==> config.mk <==
export PLATFORM = sky130hd
export DESIGN_NAME = sample_discriminator_config_sequencer
export DESIGN_NICKNAME = d
export VERILOG_FILES = /design/src/rtl/sample_discriminator_config_sequencer.sv
export SDC_FILE = /design/constraint.sdc
export NUM_CORES = 1
export LEC_CHECK = 0
export CAP_MARGIN = 25
export CORE_MARGIN = 2
export CORE_UTILIZATION = 25
export DETAILED_ROUTE_END_ITERATION = 7
export PLACE_DENSITY = 0.45
export SLEW_MARGIN = 10
export SYNTH_ARGS = -nofsm -noshare
export SYNTH_HDL_FRONTEND = slang
export SYNTH_SLANG_ARGS = --single-unit
==> constraint.sdc <==
create_clock -name ps_clk -period 3.92 [get_ports ps_clk]
set_input_delay 0.784 -clock ps_clk [delete_from_list [all_inputs] [get_ports ps_clk]]
set_output_delay 0.784 -clock ps_clk [all_outputs]
set_load 0.1 [all_outputs]
==> src/rtl/sample_discriminator_config_sequencer.sv <==
// Stages discriminator config words and commits dirty registers as single AXIS beats.
// Optional handshake timeout: SAMPLE_DISCRIMINATOR_CONFIG_SEQ_TIMEOUT_EN.
module sample_discriminator_config_sequencer #(
    parameter int CHANNELS       = 8,
    parameter int TX_CHANNELS    = 8,
    parameter int SAMPLE_WIDTH   = 16,
    parameter int TIMER_BITS     = 6,
    parameter int SOURCE_BITS    = $clog2(CHANNELS + TX_CHANNELS),
    parameter int TIMEOUT_CYCLES = 1024
) (
    input  logic                                 ps_clk,
    input  logic                                 ps_reset,
    input  logic [43:0]                          ps_cmd_data,
    input  logic                                 ps_cmd_valid,
    output logic                                 ps_cmd_ready,
    output logic [2*CHANNELS*SAMPLE_WIDTH-1:0]   ps_thresholds_data,
    output logic                                 ps_thresholds_valid,
    output logic                                 ps_thresholds_last,
    input  logic                                 ps_thresholds_ready,
    output logic [3*CHANNELS*TIMER_BITS-1:0]     ps_delays_data,
    output logic                                 ps_delays_valid,
    output logic                                 ps_delays_last,
    input  logic                                 ps_delays_ready,
    output logic [CHANNELS*SOURCE_BITS-1:0]      ps_trigger_select_data,
    output logic                                 ps_trigger_select_valid,
    output logic                                 ps_trigger_select_last,
    input  logic                                 ps_trigger_select_ready,
    output logic [CHANNELS-1:0]                  ps_bypass_discriminator_data,
    output logic                                 ps_bypass_discriminator_valid,
    output logic                                 ps_bypass_discriminator_last,
    input  logic                                 ps_bypass_discriminator_ready,
    output logic                                 busy,
    output logic                                 commit_done,
    output logic [1:0]                           error,
    output logic [15:0]                          commit_count
);

    localparam int THR_W  = 2 * CHANNELS * SAMPLE_WIDTH;
    localparam int DLY_W  = 3 * CHANNELS * TIMER_BITS;
    localparam int SRC_W  = CHANNELS * SOURCE_BITS;
    localparam int BYP_W  = CHANNELS;
    localparam int THR_N  = (THR_W + 31) / 32;
    localparam int DLY_N  = (DLY_W + 31) / 32;
    localparam int SRC_N  = (SRC_W + 31) / 32;
    localparam int BYP_N  = (BYP_W + 31) / 32;
    localparam int TCNT_W = $clog2(TIMEOUT_CYCLES + 1);

    typedef enum logic [2:0] {
        S_IDLE, S_THR, S_DLY, S_SRC, S_BYP, S_DONE
    } state_t;

    state_t              state_q, state_d;
    logic [THR_W-1:0]    thr_q, thr_d;
    logic [DLY_W-1:0]    dly_q, dly_d;
    logic [SRC_W-1:0]    src_q, src_d;
    logic [BYP_W-1:0]    byp_q, byp_d;
    logic [3:0]          dirty_q, dirty_d;
    logic [1:0]          err_q, err_d;
    logic [15:0]         cnt_q, cnt_d;
    logic                tmo_q, tmo_d;
    logic [TCNT_W-1:0]   tcnt_q, tcnt_d;

    logic [THR_N*32-1:0] thr_pad;
    logic [DLY_N*32-1:0] dly_pad;
    logic [SRC_N*32-1:0] src_pad;
    logic [BYP_N*32-1:0] byp_pad;
    logic [1:0]          op;
    logic [1:0]          sel;
    logic [31:0]         payload;
    int                  widx;
    logic                hs;
    logic [3:0]          send_bit;
    logic                tmo_hit;

    function automatic state_t first_dirty(input logic [3:0] d);
        if (d[0])      return S_THR;
        else if (d[1]) return S_DLY;
        else if (d[2]) return S_SRC;
        else if (d[3]) return S_BYP;
        else           return S_DONE;
    endfunction

    assign op      = ps_cmd_data[43:42];
    assign sel     = ps_cmd_data[41:40];
    assign widx    = int'(ps_cmd_data[39:32]);
    assign payload = ps_cmd_data[31:0];

    assign ps_cmd_ready = (state_q == S_IDLE) & ~ps_reset;

    assign ps_thresholds_valid           = (state_q == S_THR);
    assign ps_delays_valid               = (state_q == S_DLY);
    assign ps_trigger_select_valid       = (state_q == S_SRC);
    assign ps_bypass_discriminator_valid = (state_q == S_BYP);
    assign ps_thresholds_last            = ps_thresholds_valid;
    assign ps_delays_last                = ps_delays_valid;
    assign ps_trigger_select_last        = ps_trigger_select_valid;
    assign ps_bypass_discriminator_last  = ps_bypass_discriminator_valid;
    assign ps_thresholds_data            = thr_q;
    assign ps_delays_data                = dly_q;
    assign ps_trigger_select_data        = src_q;
    assign ps_bypass_discriminator_data  = byp_q;

    assign busy         = (state_q != S_IDLE);
    assign commit_done  = (state_q == S_DONE);
    assign error        = err_q;
    assign commit_count = cnt_q;

`ifdef SAMPLE_DISCRIMINATOR_CONFIG_SEQ_TIMEOUT_EN
    assign tmo_hit = (tcnt_q == TCNT_W'(TIMEOUT_CYCLES - 1));
`else
    assign tmo_hit = 1'b0;
`endif

    always_comb begin
        hs       = 1'b0;
        send_bit = 4'b0000;
        unique case (state_q)
            S_THR: begin
                hs       = ps_thresholds_ready;
                send_bit = 4'b0001;
            end
            S_DLY: begin
                hs       = ps_delays_ready;
                send_bit = 4'b0010;
            end
            S_SRC: begin
                hs       = ps_trigger_select_ready;
                send_bit = 4'b0100;
            end
            S_BYP: begin
                hs       = ps_bypass_discriminator_ready;
                send_bit = 4'b1000;
            end
            default: begin
                hs       = 1'b0;
                send_bit = 4'b0000;
            end
        endcase
    end

    always_comb begin
        state_d = state_q;
        dirty_d = dirty_q;
        err_d   = err_q;
        cnt_d   = cnt_q;
        tmo_d   = tmo_q;
        tcnt_d  = '0;
        thr_pad = '0;
        dly_pad = '0;
        src_pad = '0;
        byp_pad = '0;
        thr_pad[THR_W-1:0] = thr_q;
        dly_pad[DLY_W-1:0] = dly_q;
        src_pad[SRC_W-1:0] = src_q;
        byp_pad[BYP_W-1:0] = byp_q;

        unique case (state_q)
            S_IDLE: begin
                if (ps_cmd_valid && ps_cmd_ready) begin
                    unique case (op)
                        2'd0: begin
                            // Out-of-range word index flags an error and leaves staging alone
                            unique case (sel)
                                2'd0: if (widx < THR_N) begin
                                    thr_pad[widx*32 +: 32] = payload;
                                    dirty_d[0] = 1'b1;
                                end else err_d[0] = 1'b1;
                                2'd1: if (widx < DLY_N) begin
                                    dly_pad[widx*32 +: 32] = payload;
                                    dirty_d[1] = 1'b1;
                                end else err_d[0] = 1'b1;
                                2'd2: if (widx < SRC_N) begin
                                    src_pad[widx*32 +: 32] = payload;
                                    dirty_d[2] = 1'b1;
                                end else err_d[0] = 1'b1;
                                default: if (widx < BYP_N) begin
                                    byp_pad[widx*32 +: 32] = payload;
                                    dirty_d[3] = 1'b1;
                                end else err_d[0] = 1'b1;
                            endcase
                        end
                        2'd1: begin
                            state_d = first_dirty(dirty_q);
                            tmo_d   = 1'b0;
                        end
                        2'd2: dirty_d = 4'b0000;
                        default: err_d = 2'b00;
                    endcase
                end
            end
            S_THR, S_DLY, S_SRC, S_BYP: begin
                if (hs) begin
                    dirty_d = dirty_q & ~send_bit;
                    state_d = first_dirty(dirty_d);
                end else if (tmo_hit) begin
                    err_d[1] = 1'b1;
                    tmo_d    = 1'b1;
                    state_d  = S_DONE;
                end else begin
                    tcnt_d = tcnt_q + 1'b1;
                end
            end
            S_DONE: begin
                if (!tmo_q) cnt_d = cnt_q + 16'd1;
                state_d = S_IDLE;
            end
            default: state_d = S_IDLE;
        endcase

        thr_d = thr_pad[THR_W-1:0];
        dly_d = dly_pad[DLY_W-1:0];
        src_d = src_pad[SRC_W-1:0];
        byp_d = byp_pad[BYP_W-1:0];
    end

    always_ff @(posedge ps_clk) begin
        if (ps_reset) begin
            state_q <= S_IDLE;
            thr_q   <= '0;
            dly_q   <= '0;
            src_q   <= '0;
            byp_q   <= '1;
            dirty_q <= 4'b1111;
            err_q   <= 2'b00;
            cnt_q   <= 16'd0;
            tmo_q   <= 1'b0;
            tcnt_q  <= '0;
        end else begin
            state_q <= state_d;
            thr_q   <= thr_d;
            dly_q   <= dly_d;
            src_q   <= src_d;
            byp_q   <= byp_d;
            dirty_q <= dirty_d;
            err_q   <= err_d;
            cnt_q   <= cnt_d;
            tmo_q   <= tmo_d;
            tcnt_q  <= tcnt_d;
        end
    end

endmodule

==> results of run 1 <==
## power by group
group | internal [µW] | switching [µW]
Combinational | 288 | 718
Sequential | 4750 | 75.1
Clock | 3010 | 2090
## Yosys cell counts, drive strengths merged (2+ instances only)
cell    count  area, µm²
ha          6       75.1
a211o       4       35.0
or3         5       36.3
nand2b    214       1340
a32oi       2       17.5
mux2i     273       2730
and3        5       31.3
buf        48        348
nand2     241        917
a211oi      3       22.5
or3b        3       26.3
and4        2       20.0
xnor2       7       61.3
nor4       10        114
nand4b      2       17.5
nor4b       2       32.5
clkbuf    153        582
nor2b     142        888
nor3        8       51.3
a311o       8       80.1
nand3      47        235
nand4       6       37.5
a31oi       3       18.8
dfxtp     464       9290
nor2      105        394
nor3b       4       30.0
a21oi      40        200
xor2       11       96.3
nand3b      7       52.6
and2        3       18.8
and3b       2       17.5
inv        10       37.5
or2         5       31.3
o21ai     266       1330
## cell families after synthesis
kind of cell             Yosys count  synth area share, %
flip-flops                       464                 48.0
AO/OA/AOI/OAI                    334                 9.18
XOR/XNOR                          18                0.815
adder cells (fa/ha/maj)            6                0.388
AND/OR/NAND/NOR                  816                 22.4
other                              1               0.0194
multiplexers                     274                 14.2
buffers and inverters            211                 5.00
## state kept, by name, summed over array words and instances (netlist names)
name	cells
commit_count	16
dirty_q	4
error	1
ps_bypass_discriminator_data	8
ps_delays_data	144
ps_thresholds_data	256
ps_trigger_select_data	32
state_q	3
## worst paths after layout
path,from,endpoint,slack (ns)
worst max-delay path,ps_cmd_data[36],ps_thresholds_data[194],0.50
worst min register to register,ps_trigger_select_data[13],ps_trigger_select_data[13],0.45
worst max register to register,state_q[2],ps_thresholds_data[91],1.31
worst min-delay path,ps_trigger_select_data[13],ps_trigger_select_data[13],0.45
## layer usage
metal	vias up	share of wire, %
met5	-	0
met1	8199	41
met2	533	49
li1	7982	-
met4	0	2.5
met3	116	7.9
## worst max-delay path: stages
cell and delay [ns]:
clkdlybuf4s50_1 0.43, or3_1 0.45, nor4b_1 0.33, ha_1 0.19
nor3b_1 0.43, nand3_1 0.19, buf_4 0.28, or2_2 0.56
o21ai_0 0.27
## cell type report
type | count | area, µm²
fill | 7716 | 48700
sequential | 464 | 9290
multi-input combinational | 1449 | 9140
timing repair buffer | 589 | 5990
clock buffer | 84 | 1650
tap | 1030 | 1290
clock inverter | 17 | 141
inverter | 10 | 37.5
antenna | 3 | 7.51
## stage by stage
stage / hold WS (ns) / util [%]
global placement: 0.440 / 33.6
CTS: 0.452 / 36.1
global route: 0.467 / 36.1
detailed placement: 0.444 / 33.8
floorplan: 0.454 / -
finish: 0.448 / 36.1
==> results.json, run 1 <==
{
  "setup_slack_ns": 0.500,
  "synthDistinctLibCells": 62,
  "numPortBuffers": 518,
  "synth_edf_count": 0,
  "die_height_um": 282,
  "nets": 2627,
  "end_kind": "register",
  "grt_pass1_wl_um": 117000,
  "pre_cts_ws_ns": -0.0975,
  "timing.final.crit_period_ns": 3.42,
  "cts_setup_buffers": 0,
  "critPathMaxFanout": 34,
  "synth_flop_cell": "dfxtp_1",
  "grt_max_degree": 197,
  "finalInstanceArea_um2": 27500,
  "grt-ovfl-total": 0,
  "clk_pin_slew_ns": 0.05,
  "crit_required_ns": 4.42,
  "grtUsageMet3_pct": 5.90,
  "dp.cells": 3541,
  "dieArea_um2": 79600,
  "clock_skew_ns": 0.0183,
  "leakage_uw": 0.0106,
  "numCtsBuffers": 56,
  "worst_pin_slew_ns": 1.12,
  "yosysSeqAreaShare_pct": 48.0,
  "met1_usage_pct": 24.5,
  "antenna_left": 0,
  "antenna_found_initial": 10,
  "drive_gt1_share_pct": 7.65,
  "final_common_cell": "clkdlybuf4s50_1",
  "syn_nets": 2181,
  "start_kind": "input pin",
  "ioPinCount": 520,
  "hold_depth": 2,
  "setup_violations": 0,
  "max_freq_ghz": 0.292,
  "drv_slew": 0,
  "gr-usage-all-layers_pct": 20.1,
  "p_per_area_nw_per_um2": 397,
  "root_buffer": "clkbuf_16",
  "drc": 0,
  "cts_resized": 0,
  "cts_sinks": 464,
  "dp_hpwl_um": 56400,
  "place_area_um2": 25700,
  "ys.warnings.count": 0,
  "ctsHtreeMaxLevel": 2,
  "drtPass1Iterations": 5,
  "r2r_cells": 7,
  "cts_buffer_depth": 3,
  "netlist_area_um2": 19300,
  "finalSetupTns_ns": 0,
  "insertion_delay_ns": 0.61,
  "period_share_pct": 87.3,
  "cts_tree": "yes",
  "layout.cells.non_filler": 3646,
  "synth.ff_latch_count": 464,
  "maxCapViolCount": 0,
  "vias_per_cell": 4.62,
  "totalWireLength_um": 82600,
  "min_path_type": "register to register",
  "hold_viol_final": 0,
  "postCtsHoldBufs": 0,
  "rsz0062_at_grt": "false",
  "total_power_uw": 10900,
  "routabilityCongestion": 0.806,
  "placementRows": 101,
  "post_drt_wl_per_cell_um": 22.7,
  "syn_inst": 2124,
  "vias": 16800,
  "grt_most_used_layer": "met2",
  "grt_pass1_vias": 16600,
  "synth.avg_cell_area_um2": 9.10,
  "use_met2_pct": 34.1,
  "fp.coreArea_um2": 76200,
  "vdd_drop_max_uv": 317,
  "drtIter0Drc": 1111,
  "synthToLayoutAreaGrowth_pct": 42.5,
  "die_w_um": 282,
  "max-slew-margin-rel_pct": 25.1,
  "status": "complete, no violations",
  "most-common-layout-cells": "505 x clkdlybuf4s50_1, 464 x dfxtp_1, 273 x mux2i_1, 247 x o21ai_0, 238 x nand2_1",
  "path_class": "input pin to register",
  "critical_path_arrival_ns": 3.92,
  "async_reset_ff_share_pct": 0,
  "initial_core_util_pct": 25.4
}
Power figures use the tool's default switching activity.
==> run 2, diff against run 1 <==
MAX_ROUTING_LAYER = met4   (was not set)
==> run 2 against run 1 <==
  * Register-to-register slack gained 0.07 ns
  * Global-route usage grew 0.59 points
  * Power is essentially flat
  * Maximum frequency shrank 0.10%
  * Final area is essentially flat
  * Worst setup slack lost 0.0035 ns
  * First-iteration DRC count grew 1.2%
  * Final cell count is the same
  * Combinational power is essentially flat
  * Clock power is essentially flat
  * Sequential share of layout area is essentially flat
  * Core utilization is essentially flat
==> results.json, run 2 (synthesized netlist as in run 1, its figures left out) <==
{
  "status": "complete, no violations",
  "rsz0062_at_grt": "false",
  "cts_setup_buffers": 0,
  "cts_sinks": 464,
  "grt_pass1_wl_um": 117000,
  "critPathSlowestCell": "or2_2",
  "postCtsHoldBufs": 0,
  "final_common_cell": "clkdlybuf4s50_1",
  "cts_resized": 0,
  "nets": 2627,
  "r2r_end": "ps_thresholds_data[91]",
  "drive_gt1_share_pct": 7.65,
  "ioPinCount": 520,
  "hold_viol_final": 0,
  "start_kind": "input pin",
  "total_power_uw": 10900,
  "placementRows": 101,
  "worstHoldStart": "ps_trigger_select_data[31]",
  "cp_cell_sequence": "clkdlybuf4s50_1 > or3_1 > nor4b_1 > ha_1 > nor3b_1 > nand3_1 > buf_4 > or2_2 > o21ai_0",
  "critPathLaunch": "ps_cmd_data[36]",
  "cts_buffer_depth": 3,
  "post_drt_wl_per_cell_um": 22.7,
  "totalWireLength_um": 82700,
  "hold_depth": 2,
  "gr-usage-all-layers_pct": 20.7,
  "max-slew-margin-rel_pct": 25.2,
  "crit_required_ns": 4.43,
  "period_share_pct": 87.3,
  "drtIter0Drc": 1124,
  "vias": 16800,
  "grt_max_degree": 197,
  "die_w_um": 282,
  "numCtsBuffers": 56,
  "whs_endpoint": "ps_trigger_select_data[31]",
  "maxCapViolCount": 0,
  "grt_pass1_vias": 16600,
  "worst_pin_slew_ns": 1.12,
  "r2r_slack_ns": 1.38,
  "root_buffer": "clkbuf_16",
  "vdd_drop_max_uv": 317,
  "dp_hpwl_um": 56400,
  "drv_slew": 0,
  "use_met2_pct": 34.2,
  "most-common-layout-cells": "505 x clkdlybuf4s50_1, 464 x dfxtp_1, 273 x mux2i_1, 247 x o21ai_0, 238 x nand2_1",
  "synthToLayoutAreaGrowth_pct": 42.4,
  "leakage_uw": 0.0106,
  "met1_usage_pct": 24.6,
  "insertion_delay_ns": 0.61,
  "place_area_um2": 25700,
  "grtUsageMet3_pct": 5.48,
  "reg2reg_from": "state_q[2]",
  "timing.final.crit_period_ns": 3.42,
  "grt-ovfl-total": 0,
  "path_class": "input pin to register",
  "clock_skew_ns": 0.0185,
  "finalInstanceArea_um2": 27500,
  "grt_most_used_layer": "met2",
  "end_kind": "register",
  "initial_core_util_pct": 25.4,
  "drc": 0,
  "cts_tree": "yes",
  "max_freq_ghz": 0.292,
  "setup_violations": 0,
  "die_height_um": 282,
  "critical_path_arrival_ns": 3.93,
  "numPortBuffers": 518,
  "clk_pin_slew_ns": 0.06,
  "ctsHtreeMaxLevel": 2,
  "cpPeakStageDelay_ns": 0.56,
  "antenna_found_initial": 10,
  "dieArea_um2": 79600,
  "critPathMaxFanout": 34,
  "routabilityCongestion": 0.818,
  "largest_reg_flops": 256,
  "fp.coreArea_um2": 76200,
  "vias_per_cell": 4.60,
  "antenna_left": 0,
  "drtPass1Iterations": 8,
  "r2r_cells": 7,
  "p_per_area_nw_per_um2": 397,
  "min_path_type": "register to register"
}
## run 2: cell counts in the layout (fill, tap and decap cells not counted)
Identical to the previous run, type by type.
## run 2: worst max-delay path by stage
| stage | to | depth (start not counted) |
|---|---|---|
| after global routing | ps_thresholds_data[222] | 9 |
| after floorplan | ps_cmd_ready | 5 |
| after detailed placement | ps_thresholds_data[207] | 9 |
| after CTS | ps_thresholds_data[212] | 9 |
| after global placement | ps_thresholds_data[4] | 11 |
| final | ps_thresholds_data[194] | 9 |
## run 2: per-stage QoR
step           setup slack [ns]  TNS (ns)  util, %  std cells  hold WS, ns
6_report                  0.496         0     36.1       3646        0.450
5_1_grt                   0.161         0     36.1       3646        0.467
4_1_cts                   0.548         0     36.1       3642        0.452
3_5_place_dp            -0.0975     -2.42     33.8       3541        0.444
3_3_place_gp           -0.00968   -0.0496     33.6       3534        0.440
2_1_floorplan             0.289         0        -       2124        0.454
## run 2: final cells by class
| class | count | area [µm²] |
|---|---|---|
| Tap cell | 1030 | 1290 |
| Clock buffer | 84 | 1650 |
| Sequential cell | 464 | 9290 |
| Clock inverter | 17 | 141 |
| Multi-Input combinational cell | 1449 | 9140 |
| Inverter | 10 | 37.5 |
| Timing Repair Buffer | 589 | 5980 |
| Antenna cell | 3 | 7.51 |
| Fill cell | 7717 | 48700 |
## run 2: critical path, delay by kind of cell
kind            cells  cell delay [ns]
simple gates        5             1.96
buf+inv             2             0.71
compound gates      1             0.27
fa+ha+maj           1             0.19
## run 2: power by group
part,internal [µW],switching (µW),total [µW]
Clock,3010,2100,5110
Sequential,4750,76.1,4820
Combinational,287,719,1010
## run 2: metal layers
metal	share of wire [%]	routed length [µm]
met5	0	0
met1	42	34400
met2	49	40200
met4	2.5	2050
met3	7.3	6050
